File: src/rtl/top_k_ctrl.sv
// ============================================================================
// top_k_ctrl
// ----------------------------------------------------------------------------
// Sequencer for a K-deep chain of top-k compare/swap units on the rx path of
// the user kernel. One batch is handled in four phases:
//   1. A TLAST-delimited batch of integers is passed through into the head of
//      the chain.
//   2. The controller waits for the chain to drain.
//   3. The K unit registers are snapshotted and sent out as a K-beat result
//      stream, largest value first.
//   4. A clear marker (bit INTEGER_SIZE set) is injected so that the chain
//      starts empty for the next batch.
//
// The clear phase also runs straight out of reset. Any batch that was only
// partly fed in when reset hit is therefore wiped from the chain before new
// data is accepted.
//
// Parameters
//   INTEGER_SIZE : element width. A chain word is INTEGER_SIZE+1 bits wide,
//                  and its MSB is the clear marker.
//   K            : number of units in the chain (>= 1). It is also the number
//                  of result beats per batch.
//   CNT_W        : width of the element and batch counters.
//
// Ports
//   clk, rst        : clock; asynchronous active-high reset
//   s_rx_*          : batch input stream (TDATA/TVALID/TLAST in, TREADY out)
//   chain_*         : word stream into unit 0 (TDATA/TVALID/TLAST out,
//                     TREADY in)
//   chain_en        : enable to all units. It is low during reset and high
//                     from the first clock edge after reset is released.
//   unit_TDATA      : packed register values of all units. Unit i is at
//                     [i*INTEGER_SIZE +: INTEGER_SIZE], and unit 0 is the
//                     head of the chain.
//   m_res_*         : result stream (TDATA/TVALID/TLAST out, TREADY in)
//   busy            : high in every state except IDLE
//   elem_count      : elements accepted in the current or last batch. It
//                     saturates at all-ones.
//   batch_count     : number of completed batches. It wraps.
// ============================================================================
module top_k_ctrl #(
    parameter int INTEGER_SIZE = 32,
    parameter int K            = 8,
    parameter int CNT_W        = 32
) (
    input  logic                      clk,
    input  logic                      rst,

    input  logic [INTEGER_SIZE-1:0]   s_rx_TDATA,
    input  logic                      s_rx_TVALID,
    input  logic                      s_rx_TLAST,
    output logic                      s_rx_TREADY,

    output logic [INTEGER_SIZE:0]     chain_TDATA,
    output logic                      chain_TVALID,
    output logic                      chain_TLAST,
    input  logic                      chain_TREADY,
    output logic                      chain_en,

    input  logic [K*INTEGER_SIZE-1:0] unit_TDATA,

    output logic [INTEGER_SIZE-1:0]   m_res_TDATA,
    output logic                      m_res_TVALID,
    output logic                      m_res_TLAST,
    input  logic                      m_res_TREADY,

    output logic                      busy,
    output logic [CNT_W-1:0]          elem_count,
    output logic [CNT_W-1:0]          batch_count
);

    // A K=1 chain still needs a one-bit index.
    localparam int IDX_W = (K > 1) ? $clog2(K) : 1;
    // The drain counter must be able to hold K+1.
    localparam int DRN_W = $clog2(K + 2);

    localparam logic [DRN_W-1:0] DRAIN_LOAD = DRN_W'(K + 1);
    localparam logic [DRN_W-1:0] DRAIN_ONE  = DRN_W'(1);
    localparam logic [IDX_W-1:0] LAST_IDX   = IDX_W'(K - 1);
    localparam logic [IDX_W-1:0] IDX_ONE    = IDX_W'(1);
    localparam logic [CNT_W-1:0] CNT_ONE    = CNT_W'(1);

    typedef enum logic [2:0] {
        CLEAR,
        CLR_WAIT,
        IDLE,
        STREAM,
        DRAIN,
        SNAP,
        EMIT
    } state_t;

    state_t                  state;
    logic [DRN_W-1:0]        drain_cnt;
    logic [IDX_W-1:0]        emit_idx;
    logic [INTEGER_SIZE-1:0] snapshot [K];

    // Sequencer. Every state change and every counter update lives here.
    //
    // chain_en doubles as a "first edge after reset seen" flag. The marker
    // beat in CLEAR is gated by it, so that all chain outputs read 0 while
    // reset is held.
    //
    // The drain counter is loaded with K+1. The wait states leave on the
    // edge where the counter steps from 1 to 0, which gives exactly K+1
    // wait cycles.
    always_ff @(posedge clk or posedge rst) begin
        if (rst) begin
            state       <= CLEAR;
            chain_en    <= 1'b0;
            drain_cnt   <= '0;
            emit_idx    <= '0;
            elem_count  <= '0;
            batch_count <= '0;
            for (int i = 0; i < K; i++) begin
                snapshot[i] <= '0;
            end
        end else begin
            chain_en <= 1'b1;
            case (state)
                CLEAR: begin
                    if (chain_en && chain_TREADY) begin
                        drain_cnt <= DRAIN_LOAD;
                        state     <= CLR_WAIT;
                    end
                end

                CLR_WAIT: begin
                    if (drain_cnt <= DRAIN_ONE) begin
                        drain_cnt <= '0;
                        state     <= IDLE;
                    end else begin
                        drain_cnt <= drain_cnt - DRAIN_ONE;
                    end
                end

                // IDLE only detects that a batch is starting. The first
                // element is consumed in STREAM on the following cycle.
                IDLE: begin
                    if (s_rx_TVALID) begin
                        elem_count <= '0;
                        state      <= STREAM;
                    end
                end

                STREAM: begin
                    if (s_rx_TVALID && chain_TREADY) begin
                        if (elem_count != '1) begin
                            elem_count <= elem_count + CNT_ONE;
                        end
                        if (s_rx_TLAST) begin
                            drain_cnt <= DRAIN_LOAD;
                            state     <= DRAIN;
                        end
                    end
                end

                DRAIN: begin
                    if (drain_cnt <= DRAIN_ONE) begin
                        drain_cnt <= '0;
                        state     <= SNAP;
                    end else begin
                        drain_cnt <= drain_cnt - DRAIN_ONE;
                    end
                end

                SNAP: begin
                    for (int i = 0; i < K; i++) begin
                        snapshot[i] <= unit_TDATA[i*INTEGER_SIZE +: INTEGER_SIZE];
                    end
                    emit_idx <= '0;
                    state    <= EMIT;
                end

                EMIT: begin
                    if (m_res_TREADY) begin
                        if (emit_idx == LAST_IDX) begin
                            batch_count <= batch_count + CNT_ONE;
                            emit_idx    <= '0;
                            state       <= CLEAR;
                        end else begin
                            emit_idx <= emit_idx + IDX_ONE;
                        end
                    end
                end

                default: state <= CLEAR;
            endcase
        end
    end

    // Output decode. These are pure functions of registered state, except
    // for the STREAM pass-through. In STREAM, rx ready follows chain ready
    // combinationally, so an element moves into the chain with no bubble.
    //
    // The result data comes from the frozen snapshot and the index only
    // moves on a handshake, so TDATA and TLAST hold steady while
    // downstream stalls.
    always_comb begin
        s_rx_TREADY  = 1'b0;
        chain_TDATA  = '0;
        chain_TVALID = 1'b0;
        chain_TLAST  = 1'b0;
        m_res_TDATA  = '0;
        m_res_TVALID = 1'b0;
        m_res_TLAST  = 1'b0;
        busy         = (state != IDLE);

        case (state)
            CLEAR: begin
                if (chain_en) begin
                    chain_TDATA  = {1'b1, {INTEGER_SIZE{1'b0}}};
                    chain_TVALID = 1'b1;
                    chain_TLAST  = 1'b1;
                end
            end

            STREAM: begin
                s_rx_TREADY  = chain_TREADY;
                chain_TDATA  = {1'b0, s_rx_TDATA};
                chain_TVALID = s_rx_TVALID;
                chain_TLAST  = s_rx_TLAST;
            end

            EMIT: begin
                m_res_TDATA  = snapshot[emit_idx];
                m_res_TVALID = 1'b1;
                m_res_TLAST  = (emit_idx == LAST_IDX);
            end

            default: begin
            end
        endcase
    end

endmodule

File: config.mk
export PLATFORM = sky130hd
export DESIGN_NAME = top_k_ctrl
export DESIGN_NICKNAME = d
export VERILOG_FILES = /design/src/rtl/top_k_ctrl.sv
export SDC_FILE = /design/constraint.sdc
export NUM_CORES = 1
export LEC_CHECK = 0
export ABC_CLOCK_PERIOD_IN_PS = 19100
export BUFFER_PORTS_ARGS = -buffer_cell sky130_fd_sc_hd__clkbuf_2
export CORE_MARGIN = 3
export CORE_UTILIZATION = 57
export DETAILED_ROUTE_END_ITERATION = 7
export PLACE_DENSITY = 0.95
export SLEW_MARGIN = 5
export SYNTH_ARGS = -nofsm -noshare
export SYNTH_HDL_FRONTEND = slang
export SYNTH_SLANG_ARGS = --single-unit
File: constraint.sdc
create_clock -name clk -period 19.1 [get_ports clk]
set_input_delay 0.955 -clock clk [delete_from_list [all_inputs] [get_ports clk]]
set_output_delay 0.955 -clock clk [all_outputs]
set_load 0.005 [all_outputs]
Yosys cells after proc, flatten, opt, wreduce, memory -nomap -nowiden
Index checks and enable logic that the tools add are counted.
Cells by class
  $add $sub $neg: 4
  muxes and demuxes: 33
  equal/unequal tests: 18
  shift-type cells: 0
  divide/modulo/power cells: 0
  multipliers: 0
  reduce and logical (&&, ||, !) cells: 12
  order comparisons: 2
  bitwise gates (word level): 1
Operator list (number)
  2-to-1 mux 32 bit: 6
  binary-select mux 32 bit (select 3 bit): 1
  case mux 33 bit (2 select lines): 1
  adder 32 x 1 -> 32 bit (second input constant): 2
  case mux 32 bit (2 select lines): 1
  2-to-1 mux 33 bit: 1
  != test 32 bit (second input constant): 1
  2-to-1 mux 3 bit: 10
  case mux 3 bit (7 select lines): 1
  != test 2 bit (second input constant): 9
  2-to-1 mux 4 bit: 4
  == test 3 bit (second input constant): 4
  case mux 4 bit (3 select lines): 1
  AND reduction 4 bit: 2
  AND reduction 8 bit: 1
  == test 3 x 2 -> 1 bit (second input constant): 2
  case mux 3 bit (2 select lines): 1
  >= comparator 4 bit (second input constant): 1
  less-or-equal comparator 4 x 1 -> 1 bit (second input constant): 1
  2-to-1 mux 1 bit: 4
  inverter 3 -> 4 bit: 1
  case mux 1 bit (2 select lines): 2
  nonzero test 2 bit: 2
  subtractor 4 x 1 -> 4 bit (second input constant): 1
  other kinds (9): 10
Word-level totals
  latch bits: 0
  logic and storage cells: 84
  memories: 0
  bits in registers: 331
  bits in read-only memories: 0
  RAM bits: 0

Logic depth before layout (Yosys ltp)
  word-level depth: 5
  mapped depth: 8
  mapped depth without buffers: 7

Least setup slack after synthesis
No wires, ideal clock.
  path kind: register to output
  from: register emit_idx[0]
  to: output m_res_TDATA[16]
  slack: 16477 ps
  arrival: 1668 ps
  cell stages (with the launch flop): 6
  path buffers: 2
  cells stage by stage: dfrtp_1 buf_2 buf_2 mux4_2 mux2i_1 nor2_1
Between the ends
  word-level cells in the longest chain between the ends: 5
RTL lines
  from (decl): line 95  | logic [IDX_W-1:0] emit_idx;
  from (signal assigned): line 182  | emit_idx <= emit_idx + IDX_ONE;
  inverter 3 -> 4 bit (implied by the code): line 226  | m_res_TDATA = snapshot[emit_idx];
  binary-select mux 32 bit (select 3 bit): line 226
  2-to-1 mux 32 bit (implied by the code) (2 in series): line 226
  2-to-1 mux 32 bit: line 209  | case (state)
  to (decl): line 62  | output logic [INTEGER_SIZE-1:0] m_res_TDATA,
Every way passes these cells. The select of a mux whose other input is x is not followed.

Final worst setup path
  from: register emit_idx[0]
  to: output m_res_TDATA[14]
Same word-level chain as after synthesis.

==> metrics.md <==
| Metric | Value |
|---|---|
| Status | finished clean |
| Crit path kind | flip-flop to output pin |
| CP startpoint | emit_idx[0]$_DFFE_PP0P_ |
| Post-DRT Antenna Nets | 0 |
| CTS clk-pin slew, worst paths | 0.05 ns |
| Avg Vias per Cell | 6.10 |
| Sequential share of the synthesized area | 52.9% |
| Placer Congestion | 0.869 |
| Unrepaired setup endpoints after global routing | false |
| YS warnings | 0 |
| Ys async rst share | 100% |
| Startpoint types | flip-flop |
| Core Rows | 60 |
| Ys flop type | dfrtp_1 |
| DRT iter0 DRCs | 852 |
| CTS tree | done |
| CTS buffer count | 36 |
| Antenna violations before repair | 7 |
| Largest net degree at the start of global routing | 105 |
| Final period utilization | 21.1% |
| Synth Instances | 1144 |
| Max H-tree Level | 2 |
| DP HPWL | 30400 um |
| Routed len/inst | 22.8 um |
| Arrival time worst endpoint | 3.08 ns |
| Leakage | 8.81 nW |
| Count of final max-slew check failures | 0 |
| Drt first pass iters | 7 |
| CP endpoint kind | output pin |
| Num ports | 430 |
| Die X-Extent | 172 um |
| Hold_sp | batch_count[31]$_DFFE_PP0P_ |
| Vias | 11700 |
| EDFF count, synth | 0 |
| RR Startpoint | state[0]$_DFFE_PP0P_ |
| # DRC | 0 |
| Max transition margin | 18.3% |
| Hold/Removal Path Class | flip-flop to flip-flop |
| Post-CTS sizing | 0 |
| Mapped Nets | 1444 |
| I/O Buffers | 429 |
| Fmax achieved | 0.248 GHz |
| Initial Util | 58.1% |
| Area grow syn2layout | 22.7% |
| Max VDD drop | 109 uV |
| Share of layout cells above drive strength 1 | 52.9% |
| Clk sinks | 331 |
| Worst slew pin tran | 1.23 ns |
| Synth Area in Adders | 0.480% |
| Die ar. | 0.0295 sq mm |
| Number of global-route vias before repair | 12400 |
| CP required | 18.15 ns |
| Area share of xor/xnor cells in the synthesized design | 1.85% |
| GRT Util Overall | 29.1% |
| Nets@finish | 1853 |
| # hold bufs at CTS | 0 |
| Clock Path Buffers | 3 |
| Total wire length | 43800 um |
| Area of the core | 0.0270 sq mm |
| Clk Tree Root Cell | clkbuf_16 |
| Pwr dens | 154 mW/mm^2 |
| GRT overflow | 0 |
| Yosys cell types | 53 |
| Final Skew | 0.0118 ns |
| Final worst path period need | 4.04 ns |
| Max cap viols | 0 |
| CP Max Fanout | 34 |
| Power Total | 2.96 mW |
| Global-route wire length before repair | 66400 um |
| Setup Buffers After CTS | 0 |
| Main combinational cell family by area after synthesis | multiplexers |
| Final setup TNS | 0 ns |
| Mux cell area share after synthesis | 29.9% |
| Seq cells post-synth | 331 |
| Post-synthesis compound-gate area fraction | 4.09% |
| Synth Cell Area | 0.0156 sq mm |
| Final setup fails | 0 |
| Clk_lat worst skew | 0.51 ns |
| Avg Cell Area, Syn | 13.7 sq um |
| Hold Slack | 0.461 ns |
| Die Y | 172 um |
| Simple-Gate Fraction of Synth Area | 8.20% |
| Hold Vio Cnt, Final | 0 |
[per-stage QoR]
stage | setup slack (ns) | instances | utilization, % | instance area, sq um
after global placement | 15.55 | 1856 | 66.8 | 18000
after CTS | 14.97 | 1919 | 71.2 | 19200
after global routing | 14.86 | 1923 | 71.3 | 19200
after floorplan | 8.98 | 1144 | - | 15600
final | 15.06 | 1923 | 71.3 | 19200
after detailed placement | 15.52 | 1856 | 66.8 | 18000
[Yosys cell counts (all sizes together), types with 15 or more instances]
master / instances / area share (%)
clkbuf: 19 / 0.46
nand3: 33 / 1.1
nand4: 15 / 0.64
mux2i: 35 / 2.2
inv: 15 / 0.36
nor2: 52 / 1.2
nand2: 40 / 0.96
xnor2: 26 / 1.5
mux4: 64 / 9.2
a31oi: 37 / 1.5
dfrtp: 331 / 53
mux2: 257 / 18
buf: 51 / 1.7
and2: 40 / 1.6
[layout by cell type (no fill, tap or decap), drive strengths merged, types with 3 or more instances in the layout]
cell / n
and2: 40
nor4: 7
nand4: 15
buf: 12
nand2b: 7
diode: 4
mux4: 64
inv: 17
xnor2: 26
bufinv: 3
o21ai: 14
nor3: 8
xor2: 7
a41oi: 8
and4: 7
a31oi: 37
clkbuf: 484
a21oi: 14
or2: 5
nor2: 52
nand3: 33
and3: 10
nand2: 40
dfrtp: 331
a21o: 8
mux2: 257
o21a: 7
ha: 6
nor3b: 3
mux2i: 35
[critical path, stage by stage, from the launching register on]
cell and delay (ns):
dfrtp_4 0.85, buf_4 0.66, mux4_2 0.59, mux2i_1 0.20
nor2_1 0.09, clkbuf_2 0.17
[kinds of logic (layout without fill, tap and decap cells)]
logic type	count (synthesis)	count (layout)
buffers and inverters	85	519
flip-flops	331	331
multiplexers	356	356
XOR/XNOR	33	33
AO/OA/AOI/OAI	98	98
adder cells (fa/ha/maj)	6	6
other	1	5
AND/OR/NAND/NOR	234	234
[path summary, 6_finish.rpt]
path	end	cells past startpoint	slack (ns)
worst max-delay path	m_res_TDATA[14]	5	15.06
worst min-delay path	batch_count[31]$_DFFE_PP0P_	1	0.46
worst max register to register	snapshot[149]$_DFFE_PP0P_	5	15.49
worst min register to register	batch_count[31]$_DFFE_PP0P_	1	0.46
max in group asynchronous	batch_count[15]$_DFFE_PP0P_	3	17.00
min in group asynchronous	snapshot[228]$_DFFE_PP0P_	2	0.58
[flip-flops by register name, summed over array words and instances, names as in the netlist]
register     flops
elem_count      32
emit_idx         3
batch_count     32
drain_cnt        4
chain_en         1
state            3
snapshot       256
[final cells by class]
type	count	area, sq um
Sequential cell	331	8290
Fill cell	1718	7750
Multi-Input combinational cell	728	6990
Timing Repair Buffer	441	2240
Clock buffer	55	1060
Tap cell	341	427
Clock inverter	8	125
Inverter	15	63.8
Antenna cell	4	10.0
[where the power goes]
| part | switching, mW | internal (mW) |
|---|---|---|
| registers | 0.203 | 1.00 |
| logic | 0.429 | 0.628 |
| clock network | 0.276 | 0.425 |
| total | 0.908 | 2.06 |
[per-layer routing]
layer | wire, um | up-vias | GRT usage (%)
li1 | - | 5039 | -
met2 | 22700 | 623 | 51.5
met1 | 14500 | 5884 | 31.1
met5 | 43 | - | 0
met3 | 3860 | 169 | 8.69
met4 | 2620 | 6 | 16.1
Note: power is estimated with default switching activity, not from simulation.
